### src/rtl/alu_seq_pkg.sv
// Shared op codes and FSM state type for the ALU operation sequencer.
// The ALU control decoder uses the same ALUOP_* constants.
package alu_seq_pkg;

    localparam logic [2:0] ALUOP_NOP = 3'b000;
    localparam logic [2:0] ALUOP_ADD = 3'b001;
    localparam logic [2:0] ALUOP_SUB = 3'b010;
    localparam logic [2:0] ALUOP_MUL = 3'b011;
    localparam logic [2:0] ALUOP_DIV = 3'b100;
    localparam logic [2:0] ALUOP_AND = 3'b101;
    localparam logic [2:0] ALUOP_OR  = 3'b110;

    typedef enum logic [1:0] {
        ST_IDLE = 2'd0,
        ST_MUL  = 2'd1,
        ST_DIV  = 2'd2,
        ST_DONE = 2'd3
    } alu_state_e;

endpackage

### src/rtl/alu_seq_divider.sv
// Unsigned restoring divider step register: one quotient bit per step, MSB first.
// quotient_next is the quotient as it will stand after the current step.
module alu_seq_divider #(
    parameter int WIDTH = 32
) (
    input  logic             clk,
    input  logic             reset,
    input  logic             load,
    input  logic             step,
    input  logic [WIDTH-1:0] dividend,
    input  logic [WIDTH-1:0] divisor,
    output logic [WIDTH-1:0] quotient_next
);

    logic [WIDTH-1:0] rem;
    logic [WIDTH-1:0] quo;
    logic [WIDTH-1:0] dvs;
    logic [WIDTH:0]   rem_sh;
    logic [WIDTH:0]   diff;
    logic             ge;

    // One extra bit on the shifted remainder keeps the trial subtraction exact;
    // its sign bit doubles as the restore decision.
    assign rem_sh        = {rem, quo[WIDTH-1]};
    assign diff          = rem_sh - {1'b0, dvs};
    assign ge            = ~diff[WIDTH];
    assign quotient_next = {quo[WIDTH-2:0], ge};

    always_ff @(posedge clk) begin
        if (reset) begin
            rem <= '0;
            quo <= '0;
            dvs <= '0;
        end else if (load) begin
            rem <= '0;
            quo <= dividend;
            dvs <= divisor;
        end else if (step) begin
            rem <= ge ? diff[WIDTH-1:0] : rem_sh[WIDTH-1:0];
            quo <= quotient_next;
        end
    end

endmodule

### src/rtl/alu_op_sequencer.sv
// Multi-cycle ALU execution controller: single-cycle simple ops, shift-add mul,
// restoring div. Divider present only when ALU_SEQ_DIV_EN is defined.
module alu_op_sequencer
    import alu_seq_pkg::*;
#(
    parameter int WIDTH = 32
) (
    input  logic             clk,
    input  logic             reset,
    input  logic             start_valid,
    output logic             start_ready,
    input  logic [2:0]       aluop,
    input  logic [WIDTH-1:0] operand_a,
    input  logic [WIDTH-1:0] operand_b,
    output logic [WIDTH-1:0] result,
    output logic             result_valid,
    output logic             div_by_zero,
    output logic             busy,
    output logic [1:0]       state_dbg
);

    // Handshake: a request is accepted on any rising edge where start_valid && start_ready;
    // start_ready is high only in IDLE and the requester holds its request until accepted.
    localparam int CW = $clog2(WIDTH) + 1;
`ifdef ALU_SEQ_DIV_EN
    localparam bit DIV_EN = 1'b1;
`else
    localparam bit DIV_EN = 1'b0;
`endif

    alu_state_e       state;
    logic [CW-1:0]    cnt;
    logic [WIDTH-1:0] acc;
    logic [WIDTH-1:0] mcand;
    logic [WIDTH-1:0] mplier;
    logic [WIDTH-1:0] mul_sum;
    logic [WIDTH-1:0] simple_result;
    logic             dbz_q;
    logic             accept;

    assign accept      = start_valid && start_ready;
    assign mul_sum     = acc + (mplier[0] ? mcand : '0);
    assign div_by_zero = DIV_EN ? dbz_q : 1'b0;
    assign state_dbg   = state;

    always_comb begin
        simple_result = '0;
        case (aluop)
            ALUOP_ADD: simple_result = operand_a + operand_b;
            ALUOP_SUB: simple_result = operand_a - operand_b;
            ALUOP_AND: simple_result = operand_a & operand_b;
            ALUOP_OR:  simple_result = operand_a | operand_b;
            default:   simple_result = '0;
        endcase
    end

`ifdef ALU_SEQ_DIV_EN
    logic [WIDTH-1:0] div_q_next;
    logic             div_load;

    assign div_load = accept && (aluop == ALUOP_DIV) && (operand_b != '0);

    alu_seq_divider #(.WIDTH(WIDTH)) u_divider (
        .clk           (clk),
        .reset         (reset),
        .load          (div_load),
        .step          (state == ST_DIV),
        .dividend      (operand_a),
        .divisor       (operand_b),
        .quotient_next (div_q_next)
    );
`endif

    always_ff @(posedge clk) begin
        if (reset) begin
            state        <= ST_IDLE;
            result       <= '0;
            result_valid <= 1'b0;
            dbz_q        <= 1'b0;
            busy         <= 1'b0;
            start_ready  <= 1'b1;
            cnt          <= '0;
            acc          <= '0;
            mcand        <= '0;
            mplier       <= '0;
        end else begin
            result_valid <= 1'b0;
            case (state)
                ST_IDLE: begin
                    if (accept) begin
                        busy        <= 1'b1;
                        start_ready <= 1'b0;
                        case (aluop)
                            ALUOP_MUL: begin
                                acc    <= '0;
                                mcand  <= operand_a;
                                mplier <= operand_b;
                                cnt    <= CW'(WIDTH);
                                state  <= ST_MUL;
                            end
`ifdef ALU_SEQ_DIV_EN
                            ALUOP_DIV: begin
                                if (operand_b == '0) begin
                                    result       <= '1;
                                    dbz_q        <= 1'b1;
                                    result_valid <= 1'b1;
                                    state        <= ST_DONE;
                                end else begin
                                    cnt   <= CW'(WIDTH);
                                    state <= ST_DIV;
                                end
                            end
`endif
                            default: begin
                                result       <= simple_result;
                                dbz_q        <= 1'b0;
                                result_valid <= 1'b1;
                                state        <= ST_DONE;
                            end
                        endcase
                    end
                end
                ST_MUL: begin
                    acc    <= mul_sum;
                    mcand  <= mcand << 1;
                    mplier <= mplier >> 1;
                    cnt    <= cnt - CW'(1);
                    if (cnt == CW'(1)) begin
                        result       <= mul_sum;
                        dbz_q        <= 1'b0;
                        result_valid <= 1'b1;
                        state        <= ST_DONE;
                    end
                end
`ifdef ALU_SEQ_DIV_EN
                ST_DIV: begin
                    cnt <= cnt - CW'(1);
                    if (cnt == CW'(1)) begin
                        result       <= div_q_next;
                        dbz_q        <= 1'b0;
                        result_valid <= 1'b1;
                        state        <= ST_DONE;
                    end
                end
`endif
                default: begin
                    // DONE (and an unreachable DIV when the divider is absent) returns to IDLE.
                    state       <= ST_IDLE;
                    busy        <= 1'b0;
                    start_ready <= 1'b1;
                end
            endcase
        end
    end

endmodule
### config.mk
export PLATFORM = sky130hd
export DESIGN_NAME = alu_op_sequencer
export DESIGN_NICKNAME = d
export VERILOG_FILES = /design/src/rtl/alu_seq_pkg.sv /design/src/rtl/alu_seq_divider.sv /design/src/rtl/alu_op_sequencer.sv
export SDC_FILE = /design/constraint.sdc
export NUM_CORES = 1
export LEC_CHECK = 0
export ABC_AREA = 1
export CORE_MARGIN = 5
export CORE_UTILIZATION = 40
export CTS_BUF_LIST = sky130_fd_sc_hd__clkbuf_8
export CTS_CLUSTER_SIZE = 40
export DETAILED_ROUTE_END_ITERATION = 7
export SLEW_MARGIN = 0
export SYNTH_ARGS = -nofsm -noshare
export SYNTH_HDL_FRONTEND = slang
export SYNTH_HIERARCHICAL = 1
export SYNTH_SLANG_ARGS = --single-unit
### constraint.sdc
create_clock -name clk -period 4.65 [get_ports clk]
set_clock_uncertainty 0.15 [all_clocks]
set_input_delay 1.395 -clock clk [delete_from_list [all_inputs] [get_ports clk]]
set_output_delay 1.395 -clock clk [all_outputs]
set_load 0.005 [all_outputs]
==> flow_summary.yaml <==
outcome:
  status: "complete, no violations"
floorplan:
  die_x_um: 179.8
  core-area_sq_um: 28550
  rows: 62
  start_util_pct: 40.40
  die_h_um: 179.8
  die-area_sq_um: 32330
  io_pins: 108
critical_path:
  critPathLaunchType: "primary input"
  worstPathCellList: "clkdlybuf4s50_1 > inv_1 > nor2_2 > nand2_1 > buf_4 > nand2_1 > xor2_1 > inv_1 > ha_1 > a21oi_1 > nand3_1 > nand2_1 > nand2_1 > or2_2 > nand3_1 > nand3_1 > a21oi_1 > a21oi_1"
  crit_required_ns: 4.85
  critical_path.max_fanout: 5
  critPathMaxStageDelay_ns: 0.47
  slowest_stage: "clkdlybuf4s50_1"
  criticalPathCategory: "in -> reg"
  cp_data_arrival_time_ns: 4.58
  rrSetupSlack_ns: 1.64
  endpoint_kind: "flip-flop"
  worst_path_most_repeated_cell: "nand2_1"
logic_synthesis:
  avgSynthCellArea_sq_um: 5.929
  synth.ff_latch_count: 139
  synth-warning-count: 6
  synthCells: 1945
  synth_area_leaders: "dfxtp_1 (24%), nand2_1 (19%), inv_1 (7.7%)"
  synthArstFlopShare_pct: 0
  ys_types: 48
  synth_nets: 2084
  yosysSeqAreaShare_pct: 24.13
  netlist_area_sq_um: 11530
  synth_top_area_share_pct: 24.13
  synth-edff-count: 0
  yosysTopAreaCell: "dfxtp_1"
  synthFlopType: "dfxtp_1"
detailed_routing:
  via_count: 13310
  drt_iter0_markers: 1067
  wire_per_inst_um: 16.36
  drt_pass1_iterations: 6
  avgViaCountPerCell: 5.212
  antenna_left: 0
  totalWireLength_um: 41760
  drc: 0
clocking:
  clock_tree.root_cell: "clkbuf_8"
  path_clk_slew_ns: 0.09
  h-tree-depth: 4
  clk_path_buf_depth: 2
  cts_made_buffers: 17
  clock_latency_ns: 0.48
  cts_sinks: 139
  cts_tree: "done"
sta:
  fin_tns_setup_ns: 0
  slew_headroom_pct: 29.29
  drv_slew: 0
  report.final.setup_viol: 0
  worstMarginPinSlew_ns: 1.061
  finalWorstSetupSlack_ns: 0.2769
  min_period_over_period_pct: 94.05
  hold_violations: 0
  fmax_mhz: 228.7
  period_needed_ns: 4.373
grt:
  grt_pass1_vias: 12310
  track_usage_pct: 24.97
  antenna_found_initial: 2
  grt_overflow: 0
  grt_pass1_wl_um: 65940
  grt_max_degree: 127
placed_design:
  hpwl_um: 32180
  place.gp.congestion: 0.9650
  dp_cells: 2516
  dpl_cell_area_sq_um: 13960
  pre_cts_ws_ns: -0.3587
  portBuffers: 106
final_layout:
  drive_gt1_share_pct: 11.81
  final_area_sq_um: 14520
  multi_input_area_sq_um: 7560
  fillers: 3060
  final-instance-count-excl-fill: 2553
  nNetsFinal: 2294
  seq_area_sq_um: 2783
  fin_util_pct: 50.85
  syn2layout_area_growth_pct: 25.87
worst_hold_path:
  hold_class: "reg -> reg"
flow_run:
  maxCapViolCount: 0
power:
  power_density_nw_per_um2: 275.6
  p_leak_uw: 0.007269
  irDropWorstVdd_mv: 0.1441
-- final timing paths --
check / start / cells past startpoint / endpoint
setup / recovery: aluop[1] / 18 / result[10]
hold / removal: acc[7] / 2 / acc[7]
setup reg to reg: mplier[0] / 17 / result[28]
hold reg to reg: acc[7] / 2 / acc[7]
-- layout make-up --
type                            instances  share of cell area (%)
Tap cell                              384                   3.310
Clock buffer                           17                   1.612
Timing Repair Buffer                  271                   16.20
Multi-Input combinational cell       1482                   52.08
Sequential cell                       139                   19.17
Inverter                              244                   6.318
Clock inverter                         15                   1.293
Antenna cell                            1                 0.01724
-- metrics by stage --
step	total power (uW)	hold WS (ns)
final	4000	0.3216
after global routing	4261	0.3444
after CTS	4010	0.3266
after detailed placement	2873	0.3125
after global placement	2861	0.3042
after floorplan	2242	0.2945
-- worst max-delay path: cells and delay by family --
family	cells	cell delay, ns
AND/OR/NAND/NOR	9	1.42
buffers and inverters	4	0.76
AO/OA/AOI/OAI	3	0.52
adder cells (fa/ha/maj)	1	0.32
XOR/XNOR	1	0.16
-- routing by layer --
| layer | share of wire (%) | global-route usage, % | vias up |
|---|---|---|---|
| met5 | 0.017 | 0 | - |
| met1 | 46 | 35.09 | 6060 |
| met3 | 6.2 | 3.779 | 64 |
| met4 | 2.7 | 7.924 | 2 |
| li1 | - | - | 6788 |
| met2 | 45 | 39.42 | 393 |
-- registers in the layout, indices dropped and copies added (netlist names) --
name and cells:
acc 32, busy 1, cnt 6, mcand 32
mplier 32, result 32, result_valid 1, start_ready 1
state_dbg 2
-- logic make-up (layout without fill, tap and decap cells) --
group                      after synthesis  after routing  share of synthesized area (%)
other                                    1              2                        0.03252
and+or+nand+nor                        961            961                          34.43
buffers and inverters                  324            547                          11.11
adders and majority gates               69             69                          7.616
AOI/OAI and AO/OA                      420            420                          20.33
xor gates and xnor gates                31             31                          2.354
DFF                                    139            139                          24.13
-- cell usage in the layout, fill, tap and decap left out, types with 26 or more instances in the layout --
cell and instances:
nand2_1 580, o21ai_0 142, nand3_1 134, nor2_1 155
buf_4 161, a31oi_1 86, clkdlybuf4s50_1 99, inv_1 237
a21oi_1 136, ha_1 66, xor2_1 26, dfxtp_1 139
-- power breakdown --
part           switching, uW  internal (uW)  total (uW)
Sequential              91.9           1340        1430
Combinational            849            598        1450
Clock                    583            542        1130
Total                   1520           2480        4000
-- synth_stat cells (3+ instances only) --
library cell	count
xnor2_1	5
ha_1	67
and2_1	3
o21ai_1	9
a21o_1	6
buf_4	4
inv_2	5
inv_1	238
nand2_2	5
o21ai_2	3
a31oi_1	86
nand2_1	585
xor2_1	26
buf_2	26
or2_2	7
clkbuf_1	44
o21a_1	3
nor4_1	7
o211ai_1	3
nor3_1	20
dfxtp_1	139
o21ai_0	142
o21bai_1	15
nor2_1	163
nand3b_1	11
nand3_1	135
nor2_2	6
a21oi_1	141
nand4_1	14
-- timing repair --
action,in CTS,in global routing
setup buffers,0,4
hold buffers,0,0
gates resized for setup,0,33
endpoints found under the setup margin,0,7
Power figures use the tool's default switching activity.
